[src/rtl/pool_seq_pkg.sv]
// Shared types and constants for the layer-3 pooling channel sequencer.
// Timeout support is compiled in with POOL_SEQ_TIMEOUT_EN.
package pool_seq_pkg;

    localparam int CH_W        = 5;
    localparam int BASE_W      = 12;
    localparam int NUM_CH_DEF  = 16;
    localparam int MAP_OUT_DEF = 25;

    typedef enum logic [2:0] {
        S_IDLE,
        S_LOAD,
        S_RUN,
        S_GAP,
        S_FIN
    } state_t;

    // Counters hold n-1 down to 0, so they need clog2(n) bits (min 1).
    function automatic int cnt_w(input int n);
        return (n < 2) ? 1 : $clog2(n);
    endfunction

endpackage

[src/rtl/pool_seq_cnt.sv]
// Loadable saturating down-counter with zero flag.
// Used for the inter-channel gap and the optional RUN timeout.
module pool_seq_cnt #(
    parameter int W = 4
) (
    input  logic         clk,
    input  logic         rst_n,
    input  logic         load,
    input  logic [W-1:0] load_val,
    input  logic         dec,
    output logic         zero
);

    logic [W-1:0] count;

    always_ff @(posedge clk or negedge rst_n) begin
        if (!rst_n) begin
            count <= '0;
        end else if (load) begin
            count <= load_val;
        end else if (dec && count != '0) begin
            count <= count - 1'b1;
        end
    end

    assign zero = (count == '0);

endmodule

[src/rtl/pool_layer_seq.sv]
// Channel sequencer for the layer-3 2x2 max-pooling engine.
// Optional RUN-state timeout: define POOL_SEQ_TIMEOUT_EN.
module pool_layer_seq
    import pool_seq_pkg::*;
#(
    parameter int NUM_CH      = NUM_CH_DEF,
    parameter int MAP_OUT     = MAP_OUT_DEF,
    parameter int BASE_OFFSET = 0,
    parameter int GAP_CYC     = 3,
    parameter int TIMEOUT_CYC = 1023
) (
    input  logic              clk,
    input  logic              rst_n,
    input  logic              start,
    input  logic              abort,
    input  logic              pool_done,
    output logic              cal_en,
    output logic [BASE_W-1:0] base_position,
    output logic              ch_start,
    output logic [CH_W-1:0]   ch_idx,
    output logic              ch_done,
    output logic              busy,
    output logic              done,
    output logic              err
);

    localparam int GAP_W = cnt_w(GAP_CYC);
    localparam logic [GAP_W-1:0] GAP_LD = GAP_W'(GAP_CYC - 1);
    localparam logic [CH_W-1:0] LAST_CH = CH_W'(NUM_CH - 1);
    localparam logic [BASE_W-1:0] BASE0 = BASE_W'(BASE_OFFSET);
    localparam logic [BASE_W-1:0] STRIDE = BASE_W'(MAP_OUT);

    if (BASE_OFFSET + NUM_CH * MAP_OUT >= 2 ** BASE_W) begin : g_bad_base
        $error("pool_layer_seq: base_position range overflows");
    end
    if (NUM_CH < 1 || NUM_CH > 2 ** CH_W) begin : g_bad_ch
        $error("pool_layer_seq: NUM_CH out of range");
    end
    if (GAP_CYC < 1 || TIMEOUT_CYC < 1) begin : g_bad_cyc
        $error("pool_layer_seq: GAP_CYC/TIMEOUT_CYC must be >= 1");
    end

    state_t state;
    logic   gap_zero;
    logic   tmo_hit;

    // Gap counter is reloaded every cycle outside GAP, so it is
    // primed with GAP_CYC-1 on the RUN->GAP transition.
    pool_seq_cnt #(
        .W (GAP_W)
    ) u_gap_cnt (
        .clk      (clk),
        .rst_n    (rst_n),
        .load     (state != S_GAP),
        .load_val (GAP_LD),
        .dec      (state == S_GAP),
        .zero     (gap_zero)
    );

`ifdef POOL_SEQ_TIMEOUT_EN
    localparam int TMO_W = cnt_w(TIMEOUT_CYC);
    localparam logic [TMO_W-1:0] TMO_LD = TMO_W'(TIMEOUT_CYC - 1);

    logic tmo_zero;

    pool_seq_cnt #(
        .W (TMO_W)
    ) u_tmo_cnt (
        .clk      (clk),
        .rst_n    (rst_n),
        .load     (state != S_RUN),
        .load_val (TMO_LD),
        .dec      (state == S_RUN),
        .zero     (tmo_zero)
    );

    assign tmo_hit = tmo_zero;
`else
    assign tmo_hit = 1'b0;
`endif

    always_ff @(posedge clk or negedge rst_n) begin
        if (!rst_n) begin
            state         <= S_IDLE;
            cal_en        <= 1'b0;
            base_position <= '0;
            ch_start      <= 1'b0;
            ch_idx        <= '0;
            ch_done       <= 1'b0;
            busy          <= 1'b0;
            done          <= 1'b0;
            err           <= 1'b0;
        end else begin
            ch_start <= 1'b0;
            ch_done  <= 1'b0;
            done     <= 1'b0;
            if (abort) begin
                state  <= S_IDLE;
                cal_en <= 1'b0;
                busy   <= 1'b0;
            end else begin
                unique case (state)
                    S_IDLE: begin
                        if (start) begin
                            state         <= S_LOAD;
                            busy          <= 1'b1;
                            ch_idx        <= '0;
                            base_position <= BASE0;
                            err           <= 1'b0;
                        end
                    end
                    S_LOAD: begin
                        state    <= S_RUN;
                        cal_en   <= 1'b1;
                        ch_start <= 1'b1;
                    end
                    S_RUN: begin
                        if (pool_done) begin
                            cal_en  <= 1'b0;
                            ch_done <= 1'b1;
                            if (ch_idx == LAST_CH) begin
                                state <= S_FIN;
                                done  <= 1'b1;
                            end else begin
                                state         <= S_GAP;
                                ch_idx        <= ch_idx + 1'b1;
                                base_position <= base_position + STRIDE;
                            end
                        end else if (tmo_hit) begin
                            state  <= S_FIN;
                            cal_en <= 1'b0;
                            err    <= 1'b1;
                            done   <= 1'b1;
                        end
                    end
                    // Engine may still hold pool_done from the last map.
                    S_GAP: begin
                        if (gap_zero && !pool_done) begin
                            state <= S_LOAD;
                        end
                    end
                    S_FIN: begin
                        state <= S_IDLE;
                        busy  <= 1'b0;
                    end
                    default: begin
                        state <= S_IDLE;
                        busy  <= 1'b0;
                    end
                endcase
            end
        end
    end

endmodule

[config.mk]
export PLATFORM = sky130hd
export DESIGN_NAME = pool_layer_seq
export DESIGN_NICKNAME = d
export VERILOG_FILES = /design/src/rtl/pool_seq_pkg.sv /design/src/rtl/pool_seq_cnt.sv /design/src/rtl/pool_layer_seq.sv
export SDC_FILE = /design/constraint.sdc
export NUM_CORES = 1
export LEC_CHECK = 0
export CAP_MARGIN = 25
export CORE_MARGIN = 3
export CORE_UTILIZATION = 53
export CTS_BUF_LIST = sky130_fd_sc_hd__clkbuf_4 sky130_fd_sc_hd__clkbuf_8
export DETAILED_ROUTE_END_ITERATION = 12
export PLACE_DENSITY = 0.9
export SYNTH_ARGS = -nofsm -noshare
export SYNTH_HDL_FRONTEND = slang
export SYNTH_HIERARCHICAL = 1
export SYNTH_SLANG_ARGS = --single-unit
[constraint.sdc]
create_clock -name clk -period 2.5 [get_ports clk]
set_clock_uncertainty 0.2 [all_clocks]
set_input_delay 0.25 -clock clk [delete_from_list [all_inputs] [get_ports clk]]
set_output_delay 0.25 -clock clk [all_outputs]
set_load 0.1 [all_outputs]
Word-level counts from Yosys, hierarchy flattened --
Index checks and enable logic that the tools add are counted.
Word-level totals: bits in registers 27, input bits 5, output and inout port bits 23
Cells by class: reductions and logical operators 14, add/sub/neg operators 3, bitwise gates (word level) 1, equal/unequal tests 12, muxes and demuxes 31
Operators by type and width (number):
- $mux W12 | 3
- $pmux W12 S2 | 1
- $mux W3 | 5
- $mux W5 | 3
- $mux W1 | 13
- $add A12 B5 Y12 const B | 1
- $pmux W3 S4 | 1
- $pmux W5 S2 | 1
- $ne A3 B3 Y1 const B | 3
- $eq A3 B2 Y1 const B | 2
- $ne A2 B2 Y1 const B | 3
- $reduce_bool A2 Y1 | 3
- $add A5 B1 Y5 const B | 1
- $eq A5 B4 Y1 const B | 1
- $reduce_and A5 Y1 | 1
- $mux W2 | 2
- $pmux W1 S2 | 2
- $reduce_and A2 Y1 | 2
- $eq A3 B1 Y1 const B | 1
- $logic_not A3 Y1 | 1
- $ne A3 B2 Y1 const B | 1
- $reduce_and A3 Y1 | 1
- $reduce_bool A3 Y1 | 1
- $reduce_or A3 Y1 | 1
- 6 further kinds | 7

Longest topological paths before layout --
word-level depth 5, mapped depth 9

Modules after synthesis --
The synthesis kept the hierarchy.
By module, submodules not included:
- pool_layer_seq | area an instance 1333.8 um2, cells each 141, sequential area each 625.6 um2, times used 1
- pool_seq_cnt | area an instance 132.6 um2, cells each 13, sequential area each 50.0 um2, times used 1

Worst setup path before layout --
OpenSTA, ideal clock, no wires.
kind register to register, start point register ch_idx[0], end point register base_position[8], library setup time 0.078 ns, cell stages (with the launch flop) 9, data required time 2.222 ns, slack -0.389 ns, period minus slack after synthesis 2.889 ns, arrival 2.611 ns, cell sequence dfrtp_1 ha_1 and3_1 ha_1 nand4bb_1 nand3_2 buf_6 or4_1 a21oi_1
Between the ends: word-level cells in the longest chain between the ends 3
RTL lines:
- start, declared | line pool_layer_seq.sv:20 | output logic [CH_W-1:0] ch_idx,
- start signal, assigned | line pool_layer_seq.sv:126 | ch_idx <= ch_idx + 1'b1;
- $eq A5 B4 Y1 | line pool_layer_seq.sv:121 | if (ch_idx == LAST_CH) begin
- $ne A2 B2 Y1 (no line)
- $reduce_and A5 Y1 (no line)
- end signal, assigned | line pool_layer_seq.sv:127 | base_position <= base_position + STRIDE;
- end, declared | line pool_layer_seq.sv:18 | output logic [BASE_W-1:0] base_position,
Every way passes these cells. A chain may end at the register's enable or synchronous reset.

Worst setup path after layout --
start point register ch_idx[0], end point register base_position[9]
The elaborated chain is that of the path after synthesis.

==> run_results.csv <==
group,metric,value,unit
sta,slew_viol_final,0,
drt,routed_wl,3.21,mm
worst_hold_path,hp-class,"input port to asynchronous set/reset pin",
synthesis,synth-edff-count,0,
drt,route.detailed.drc,0,
power,vdd_drop_max,0.890,mV
synthesis,yosysSeqAreaShare,0.461,
synthesis,synth.area.top_cells,"dfrtp_1, nand2_1, a21oi_1",
critical_path,crit_family,"simple AND/OR/NAND/NOR gates",
place,gp_congestion,0.872,
run,drv_cap,0,
critical_path,path_max_fanout,14,
cts,cts_buffers,3,
cts,htreeDepth,1,
drt,routedWlPerCell,15.2,um
global_routing,grt_max_degree,28,
die,rows,18,
sta,finalSetupTns,0,ns
final_layout,mostFrequentLayoutCells,"buf_4, dfrtp_1, nand2_1",
die,start_util,0.576,
global_routing,grt_overflow,0,
sta,finalCritPeriodShare,0.942,
cts,post_cts_buffers,0,
final_layout,drive_gt1_frac,0.243,
synthesis,yosys_warnings,6,
critical_path,path_cells,"ha_4, and3_1, ha_2, nand4bb_4, nand3_4, or4_1, a21oi_1",
global_routing,first_global_vias,1263,
die,die_area,3430,um2
sta,finalHoldViolCount,0,
global_routing,antenna_found_initial,0,
synthesis,yosysTopAreaCell,"dfrtp_1",
synthesis,syn_area,1470,um2
drt,drtIter0Drc,22,
place,dpl.hpwl,2.31,mm
final_layout,fill_cells,192,
critical_path,cp.required,2.58,ns
cts,clock_latency,0.34,ns
cts,cts_tree,"built",
die,dieHeight,58.6,um
cts,clk_pin_slew,0.16,ns
drt,antenna_left,0,
critical_path,max_stage_delay,0.54,ns
drt,drt_first_pass_iters,4,
place,port_buffers,26,
final_layout,area.growth.synth_to_final,20.4,%
cts,root_buffer,"clkbuf_4",
die,io_pins,28,
final_layout,final_common_cell,"buf_4",
critical_path,critical_path_arrival,2.44,ns
global_routing,groute.usage.overall,0.205,
final_layout,final_nets,191,
power,power.density,1020,nW/um2
sta,fin_crit,2.36,ns
synthesis,async_flop_share,1.00,
final_layout,seq_area,687,um2
final_layout,multiInputGateArea,738,um2
synthesis,synth.top_cell.area_share,0.461,
synthesis,synth.distinct_cells,40,
synthesis,synth_ff_type,"dfrtp_1",
outcome,status,"complete, no violations",
critical_path,endpoint_kind,"flop",
sta,setup_violations,0,
sta,grt_setup_unrepaired,"false",
drt,avgViaCountPerCell,5.92,
power,power.leakage,0.781,nW
die,die-width,58.6,um
synthesis,avgSynthCellArea,9.52,um2
sta,fmax,425,MHz
sta,holdWs,0.0451,ns
cts,clock_path_buffers,2,
final_layout,n_antenna_cell,0,
global_routing,grt_pass1_wl,5.35,mm
critical_path,critPathBufInv,0,
cts,clock_sinks,27,
synthesis,ys_ff_latch,27,
die,fp.coreArea,2540,um2
drt,num_vias,1250,
critical_path,crit_slowest_cell,"dfrtp_4",
synthesis,synth_cells,154,
critical_path,crit_path_start_kind,"flop",
critical_path,path_class,"flop to flop",
[per-layer routing]
metal / global-route usage / routed length, um
met1: 0.256 / 1410
met2: 0.343 / 1600
met3: 0.0373 / 137
met4: 0.100 / 63
met5: 0 / 0
[registers in the layout, indices dropped and copies added, names as in the netlist]
| name | flops |
|---|---|
| base_position | 12 |
| ch_idx | 5 |
| state | 3 |
| u_gap_cnt/count | 2 |
| busy | 1 |
| cal_en | 1 |
| ch_done | 1 |
| ch_start | 1 |
| done | 1 |
[cell usage after synthesis, types with 3 or more instances]
| cell type | count |
|---|---|
| o31ai_1 | 4 |
| ha_1 | 4 |
| or4_1 | 4 |
| nor2b_1 | 4 |
| nand4_1 | 6 |
| and2_1 | 3 |
| nor2_1 | 11 |
| xor2_1 | 5 |
| a21oi_1 | 10 |
| or3_1 | 3 |
| nand3_1 | 4 |
| o21ai_0 | 10 |
| dfrtp_1 | 27 |
| inv_1 | 10 |
| or4b_1 | 3 |
| nand2_1 | 15 |
| buf_4 | 3 |
[power by group]
part           internal [mW]  switching (mW)
clock network         0.0615           0.139
logic                  0.243           0.713
registers              0.522           0.120
[cell type report]
type                    instances  share of cell area
inverters                      10              0.0213
repair buffers                 30               0.133
multi-input cells             110               0.418
clock inverters                 1             0.00425
flip-flops and latches         27               0.389
well taps                      30              0.0213
clock buffers                   3              0.0128
[stage by stage]
step	setup WS, ns	power [mW]	cells	utilization	area, um2
final	0.145	1.80	211	0.694	1770
after global routing	0.0331	1.89	211	0.694	1770
after CTS	0.0677	1.79	211	0.691	1760
after detailed placement	0.102	1.59	207	0.679	1730
after global placement	0.183	1.57	207	0.679	1730
after floorplan	0.0517	1.40	155	-	1510
[timing repair]
| item | CTS | global route |
|---|---|---|
| setup endpoints to repair | 0 | 4 |
| hold buffers | 0 | 0 |
| resized for setup | 0 | 1 |
[final timing paths]
kind | startpoint | end | slack (ns) | depth (start not counted)
max in group asynchronous | rst_n | ch_idx[1] | 1.76 | 2
min in group clk | ch_idx[4] | ch_idx[4] | 0.34 | 2
hold reg to reg | ch_idx[4] | ch_idx[4] | 0.34 | 2
hold / removal | rst_n | base_position[7] | 0.05 | 2
setup / recovery | ch_idx[0] | base_position[9] | 0.14 | 7
setup reg to reg | ch_idx[0] | base_position[9] | 0.14 | 7
[kinds of logic after synthesis]
kind of cell    Yosys count  share of synthesized area
mux                       1                    0.00768
simple gates             64                      0.253
compound gates           33                      0.144
other cells               2                    0.00512
flops                    27                      0.461
buf+inv                  18                     0.0648
xor+xnor                  5                     0.0299
fa+ha+maj                 4                     0.0341
Note: power is estimated with default switching activity, not from simulation.
